## config.mk

```make
export PLATFORM = sky130hd
export DESIGN_NAME = shift_sub_divider
export DESIGN_NICKNAME = d
export VERILOG_FILES = /design/src/rtl/shift_sub_divider_pkg.sv /design/src/rtl/shift_sub_divider_div_step.sv /design/src/rtl/shift_sub_divider.sv
export SDC_FILE = /design/constraint.sdc
export NUM_CORES = 1
export LEC_CHECK = 0
export CAP_MARGIN = 30
export CELL_PAD_IN_SITES_DETAIL_PLACEMENT = 0
export CELL_PAD_IN_SITES_GLOBAL_PLACEMENT = 1
export CORE_MARGIN = 2
export CORE_UTILIZATION = 44
export CTS_BUF_LIST = sky130_fd_sc_hd__clkbuf_4 sky130_fd_sc_hd__clkbuf_8
export DETAILED_ROUTE_END_ITERATION = 12
export PLACE_DENSITY = 0.89
export SLEW_MARGIN = 10
export SYNTH_ARGS = -nofsm -noshare
export SYNTH_HDL_FRONTEND = slang
export SYNTH_HIERARCHICAL = 1
export SYNTH_SLANG_ARGS = --single-unit
export TNS_END_PERCENT = 100
```

## constraint.sdc

```tcl
create_clock -name Clock -period 4.6 [get_ports Clock]
set_clock_uncertainty 0.1 [all_clocks]
set_input_delay 0.92 -clock Clock [delete_from_list [all_inputs] [get_ports Clock]]
set_output_delay 0.92 -clock Clock [all_outputs]
set_load 0.01 [all_outputs]
```

## src/rtl/shift_sub_divider_pkg.sv

```systemverilog
// Shared constants for the arithmetic unit's sequential machines (divider and
// shift-add multiplier control both use these state values).
package shift_sub_divider_pkg;

  localparam int DEFAULT_WIDTH = 32;
  localparam int DEFAULT_CNT_W = 6;

  typedef enum logic [1:0] {
    STATE_IDLE = 2'd0,
    STATE_CALC = 2'd1,
    STATE_DONE = 2'd2
  } stateT;

endpackage

```

## src/rtl/shift_sub_divider_div_step.sv

```systemverilog
// One restoring-division iteration: shift {R,Q} left, trial-subtract D,
// keep the difference when it does not borrow.
module div_step
  import shift_sub_divider_pkg::*;
#(
  parameter int WIDTH = DEFAULT_WIDTH
) (
  input  logic [WIDTH:0]   remIn,
  input  logic [WIDTH-1:0] quoIn,
  input  logic [WIDTH-1:0] divisor,
  output logic [WIDTH:0]   remOut,
  output logic [WIDTH-1:0] quoOut,
  output logic             quoBit
);

  logic [WIDTH+1:0] remShift;
  logic [WIDTH+1:0] trial;

  // One spare top bit so the borrow is unambiguous for any R input.
  assign remShift = {remIn, quoIn[WIDTH-1]};
  assign trial    = remShift - {2'b00, divisor};
  assign quoBit   = ~trial[WIDTH+1];
  assign remOut   = quoBit ? trial[WIDTH:0] : remShift[WIDTH:0];
  assign quoOut   = {quoIn[WIDTH-2:0], quoBit};

endmodule

```

## src/rtl/shift_sub_divider.sv

```systemverilog
// Sequential unsigned restoring divider, one quotient bit per clock, with a
// request/acknowledge handshake shared with the shift-add multiplier.
module shift_sub_divider
  import shift_sub_divider_pkg::*;
#(
  parameter int WIDTH = DEFAULT_WIDTH,
  parameter int CNT_W = DEFAULT_CNT_W
) (
  input  logic             Clock,
  input  logic             Reset,
  input  logic             iValid_Data,
  input  logic [WIDTH-1:0] iDividend,
  input  logic [WIDTH-1:0] iDivisor,
  input  logic             iAck,
  output logic             oBusy,
  output logic             oDone,
  output logic [WIDTH-1:0] oQuotient,
  output logic [WIDTH-1:0] oRemainder,
  output logic             oDivByZero
);

  localparam logic [CNT_W-1:0] LAST_ITER = CNT_W'(WIDTH - 1);

  stateT            stateReg;
  logic [WIDTH:0]   remReg;
  logic [WIDTH-1:0] quoReg;
  logic [WIDTH-1:0] divReg;
  logic [CNT_W-1:0] cntReg;

  logic [WIDTH:0]   stepRem;
  logic [WIDTH-1:0] stepQuo;
  logic             stepBit;

  div_step #(.WIDTH(WIDTH)) uDivStep (
    .remIn   (remReg),
    .quoIn   (quoReg),
    .divisor (divReg),
    .remOut  (stepRem),
    .quoOut  (stepQuo),
    .quoBit  (stepBit)
  );

  always_ff @(posedge Clock or negedge Reset) begin
    if (!Reset) begin
      stateReg   <= STATE_IDLE;
      remReg     <= '0;
      quoReg     <= '0;
      divReg     <= '0;
      cntReg     <= '0;
      oBusy      <= 1'b0;
      oDone      <= 1'b0;
      oQuotient  <= '0;
      oRemainder <= '0;
      oDivByZero <= 1'b0;
    end else begin
      case (stateReg)
        STATE_IDLE: begin
          if (iValid_Data) begin
            quoReg <= iDividend;
            divReg <= iDivisor;
            remReg <= '0;
            cntReg <= '0;
            // A zero divisor skips iteration and reports saturated quotient.
            if (iDivisor == '0) begin
              stateReg   <= STATE_DONE;
              oDone      <= 1'b1;
              oDivByZero <= 1'b1;
              oQuotient  <= '1;
              oRemainder <= iDividend;
            end else begin
              stateReg <= STATE_CALC;
              oBusy    <= 1'b1;
            end
          end
        end
        STATE_CALC: begin
          remReg <= stepRem;
          quoReg <= stepQuo;
          cntReg <= cntReg + CNT_W'(1);
          if (cntReg == LAST_ITER) begin
            stateReg   <= STATE_DONE;
            oBusy      <= 1'b0;
            oDone      <= 1'b1;
            oQuotient  <= {quoReg[WIDTH-2:0], stepBit};
            oRemainder <= stepRem[WIDTH-1:0];
          end
        end
        STATE_DONE: begin
          if (iAck) begin
            stateReg   <= STATE_IDLE;
            oDone      <= 1'b0;
            oDivByZero <= 1'b0;
          end
        end
        default: begin
          stateReg   <= STATE_IDLE;
          oBusy      <= 1'b0;
          oDone      <= 1'b0;
          oDivByZero <= 1'b0;
        end
      endcase
    end
  end

endmodule

```

Word level (Yosys, flattened, before mapping)
Index checks and enable logic that the tools add are counted.
{ "op_classes": {"eq_ne": 8, "bitwise_logic": 3, "mux": 30, "n_reduce_logical": 10, "addsub": 2} }
{ "op_table": {"columns": ["op", "count"], "rows": [
  ["$mux 32", 7],
  ["$pmux 32 s2", 3],
  ["$mux 33", 2],
  ["$pmux 33 s2", 1],
  ["$sub 34x32->34", 1],
  ["$logic_not 32->1", 1],
  ["$reduce_and 4->1", 4],
  ["$pmux 6 s2", 1],
  ["$ne 2x2->1 const B", 5],
  ["$pmux 1 s3", 3],
  ["$mux 2", 4],
  ["$mux 1", 7],
  ["$add 6x1->6 const B", 1],
  ["$eq 6x5->1 const B", 1],
  ["$mux 6", 1],
  ["$pmux 2 s3", 1],
  ["$reduce_and 2->1", 2],
  ["$not 1->1", 3],
  ["$reduce_and 3->1", 1],
  ["$eq 2x1->1 const B", 1],
  ["$eq 2x2->1 const B", 1],
  ["$logic_not 2->1", 1],
  ["$reduce_bool 2->1", 1]
]} }
{ "word_totals": {"output_inout_bits": 67, "elab_cells": 63, "inputBits": 68, "register_bits": 172} }

Longest topological paths before layout
{ "logic_depth": {"ltp_word": 4, "mapped_depth": 17, "ltp_nobuf": 15} }

Hierarchy
The synthesis kept the hierarchy.
{ "modules_own_cells": {"columns": ["module", "area_each_um2", "cells_per_inst", "seq_area_each_um2", "n_inst"], "rows": [
  ["shift_sub_divider", 7633.6, 745, 4304.1, 1],
  ["div_step", 2453.6, 338, 0.0, 1]
]} }

Worst setup path after synthesis
No wires, ideal clock.
{ "synth_timing": {"kind": "register to register", "startpoint": "reg remReg[5]", "endpoint": "reg oRemainder[7]", "n_path_buf": 2, "arrival_ns": 3.239, "slack_ns": 1.135, "stages_incl_launch_ff": 15, "synth_period_minus_slack_ns": 3.465, "setup_time_ns": 0.126, "t_required_ns": 4.374, "cell_sequence": "dfrtp_1 > ha_1 > clkbuf_1 > nand2_1 > or3b_1 > a211oi_2 > o31ai_1 > and3_4 > o31ai_4 > xor2_1 > buf_4 > mux2_1 > a22oi_1 > nor2_1 > a221o_1"} }
{ "synth_via": {"elab_chain_cells": 4} }
{ "synth_rtl": {"columns": ["element", "line_no", "text"], "rows": [
  ["start: declaration", "shift_sub_divider.sv:25", "logic [WIDTH:0] remReg;"],
  ["start signal: assignment", "shift_sub_divider.sv:77", "remReg <= stepRem;"],
  ["$sub 34x32->34", "shift_sub_divider_div_step.sv:21", "assign trial = remShift - {2'b00, divisor};"],
  ["$mux 33", "shift_sub_divider_div_step.sv:23", "assign remOut = quoBit ? trial[WIDTH:0] : remShift[WIDTH:0];"],
  ["named net stepRem[7]", "shift_sub_divider.sv:30", "logic [WIDTH:0] stepRem;"],
  ["$mux 32", "shift_sub_divider.sv:80", "if (cntReg == LAST_ITER) begin"],
  ["$pmux 32 s2", "shift_sub_divider.sv:56", "case (stateReg)"],
  ["end signal: assignment", "shift_sub_divider.sv:69", "oRemainder <= iDividend;"],
  ["end signal: assignment", "shift_sub_divider.sv:85", "oRemainder <= stepRem[WIDTH-1:0];"],
  ["end: declaration", "shift_sub_divider.sv:18", "output logic [WIDTH-1:0] oRemainder,"]
]} }
The timed path passes the listed nets, and every way through them passes these cells. The select of a mux whose other input is x is not followed.
A chain may end at the register's enable or synchronous reset.

Worst setup path after layout
{ "layout_timing": {"startpoint": "reg remReg[7]", "endpoint": "reg oRemainder[17]"} }
Same word-level chain as after synthesis.

==> summary.txt <==
Drt
  – DRC viols: 0
  – WL/cell: 19.0 um
  – 1st-iter DRT viols: 667
  – DRT Wirelength: 27,300 um
  – DR vias: 8,491
  – DRT antenna net count: 0
  – First-pass iteration count of the detailed router: 5
  – DR vias/cell: 5.89

Clocking
  – H-Tree Depth: 4
  – Post-CTS Setup Repair Bufs: 0
  – CTS sink cnt: 172
  – CTS tree: yes
  – Hold Buf Count CTS: 0
  – Root Buffer: clkbuf_8
  – CTS Buf Count: 17
  – Clk buf depth: 2
  – Clock transition at the registers of the reported paths: 110 ps
  – Post-cts sizing count: 0
  – Worst-Skew Late Latency: 490 ps

Run status
  – Status: finished clean

Floorplanning
  – Die footprint: 24,200 sq um
  – Site row count: 55
  – # IOs: 135
  – Std-Cell Core Area: 22,600 sq um
  – Chip Width: 155 um
  – Starting Density: 0.447
  – Die Y: 155 um

STA
  – RSZ-0062 raised after global routing: no
  – Worst hold slack: 241 ps
  – Final Max Tran Viols: 0
  – Final Hold Vio Count: 0
  – Minimum clock period: 4020 ps
  – Worst slew margin: 0.401
  – Total negative slack: 0 ps
  – Tcrit/Tclk final: 0.874
  – Final setup fails: 0
  – Maximum clock rate: 0.249 GHz
  – Worst-margin pin slew: 898 ps

Power and ir drop
  – Combinational Power Share: 0.618
  – Internal power: 0.00541 W
  – Pwr/cell area: 857 nW/um^2
  – Reg power frac: 0.276
  – Peak supply drop: 0.000479 V
  – Leakage: 5.04 nW
  – Switching power: 0.00467 W
  – Switch share: 0.463
  – Clock share of power: 0.105

Finish
  – Nets: 1,246
  – Sequential Area: 4300 sq um
  – Fillers: 2,062
  – Commonest non-fill, non-tap cell in the layout: dfrtp_1
  – N_diodes: 0
  – P&R area growth vs syn: 16.7%
  – Layout cells sized above 1: 0.0873
  – Commonest cells after routing, fill and taps aside: 172 x dfrtp_1, 155 x nand2_1, 133 x clkdlybuf4s50_1
  – Area of the multi-input gates: 5070 sq um

Synth
  – Synth top area share: 0.427
  – Asr flop ratio synth: 1.00
  – Synth cell types: 63
  – Cell Area, Synth: 10,100 sq um
  – Primary FF master, synth: dfrtp_1
  – Post-synth EDFFs: 0
  – Dominant cell type by area after synthesis: dfrtp_1
  – Synth Register Bits: 172
  – Synth top area cells: dfrtp_1 43%, nand2_1 5.8%, ha_1 4.1%, o21ai_0 4.1%, o22ai_1 3.9%
  – Post-Synthesis Cells: 1,083
  – Post-Syn Nets: 1,185
  – Mapped Avg Cell Area: 9.31 sq um
  – Sequential share of the synthesized area: 0.427
  – Syn. warnings: 6

Worst setup path
  – Worst setup SP type: flop
  – Worst R2R Path Depth: 13
  – Worst path required time: 4870 ps
  – Max FO, Critical Path: 21
  – Worst Setup End Kind: flop
  – Crit path kind: flop to flop
  – R2R setup slack: 580 ps
  – WP data arrival: 4280 ps
  – R2R Path End: oRemainder[17]
  – Reg2reg start: remReg[7]

GRT
  – Largest net degree at the start of global routing: 126
  – Total track usage: 0.234
  – Global-route wire length before repair: 45,100 um
  – Vias in the first global route: 8,498
  – Initial antenna violation count: 0
  – Congestion Overflow GR: 0

Placed design
  – Gp weighted congestion: 0.843
  – I/O Buffers: 134
  – Detailed Place HPWL: 18,900 um

Job
  – Max cap viols: 0

Worst hold path
  – HP Class: input pin to asynchronous set/reset pin
Yosys cell counts, types with 2 or more instances:
cell type,count
nand4_1,9
a31oi_1,3
nor3_1,7
inv_1,37
or3_1,2
a22o_1,3
mux2_1,23
mux2i_1,3
nand3_1,4
dfrtp_1,172
o31ai_1,7
a211oi_2,2
or3b_1,2
nor2_1,53
buf_4,38
a31o_2,2
nor4_1,9
mux2_2,34
nor2b_1,8
o22ai_1,63
buf_1,7
nand2b_1,4
a211oi_1,5
o21bai_1,3
xnor2_1,19
a211o_1,2
buf_6,5
clkbuf_1,55
a21o_1,27
ha_1,33
o211ai_1,2
o21a_1,5
a22oi_1,32
o21ai_0,82
a221o_1,31
buf_2,6
a31o_1,2
a21oi_1,62
o22a_1,32
xor2_1,11
nand2_1,155
state kept, by name, indices dropped and copies added (netlist names):
name,count
oQuotient,32
oDone,1
divReg,32
oRemainder,32
quoReg,32
cntReg,6
oDivByZero,1
stateReg,2
oBusy,1
remReg,33
area by class of cell:
type                    instances  area share
multi-input cells             761       0.431
flip-flops and latches        172       0.366
inverters                      39      0.0124
clock buffers                  17      0.0199
clock inverters                15      0.0127
repair buffers                153       0.129
well taps                     285      0.0303
power by group through the flow:
stage	Sequential, W	Clock, W	Combinational (W)
2_1_floorplan	0.00272	0	0.00468
3_3_place_gp	0.00279	0	0.00607
3_5_place_dp	0.00281	0	0.00619
4_1_cts	0.00278	0.00109	0.00621
5_1_grt	0.00288	0.00115	0.00693
6_report	0.00279	0.00106	0.00624
through the flow:
step	total power (W)	instances	util	setup WS, ps	instance area, sq um
finish	0.0101	1442	0.521	581	11800
global route	0.0110	1442	0.521	326	11800
CTS	0.0101	1442	0.521	626	11800
detailed placement	0.00900	1410	0.504	664	11400
global placement	0.00887	1408	0.503	713	11400
floorplan	0.00740	1083	-	1140	10100
critical path, stage by stage (launching register included):
cell and delay [ps]:
dfrtp_1 420, ha_1 410, and3_1 200, or3b_1 360
a211oi_2 380, o31ai_1 120, and3_4 220, o31ai_4 250
xor2_4 170, buf_4 320, mux2_1 450, a22oi_1 190
nor2_1 50, a221o_1 270
cells by family after synthesis:
logic type	synth area share
flip-flops	0.427
multiplexers	0.0666
AND/OR/NAND/NOR	0.111
AO/OA/AOI/OAI	0.253
buffers and inverters	0.0744
XOR/XNOR	0.0260
adder cells (fa/ha/maj)	0.0429
metal layers:
| layer | part of all wire | GRT usage |
|---|---|---|
| met4 | 0.026 | 0.0878 |
| met2 | 0.48 | 0.375 |
| met3 | 0.051 | 0.0398 |
| met5 | 0 | 0 |
| met1 | 0.45 | 0.319 |
how the worst max path moves through the flow:
stage,endpoint,cells after the start,start,slack (ps)
2_1_floorplan,oRemainder[7],14,remReg[5],1140
3_3_place_gp,oRemainder[17],13,remReg[13],710
3_5_place_dp,oRemainder[17],13,remReg[7],660
4_1_cts,oRemainder[17],13,remReg[7],630
5_1_grt,oRemainder[17],13,remReg[6],330
6_report,oRemainder[17],13,remReg[7],580
Power figures use the tool's default switching activity.
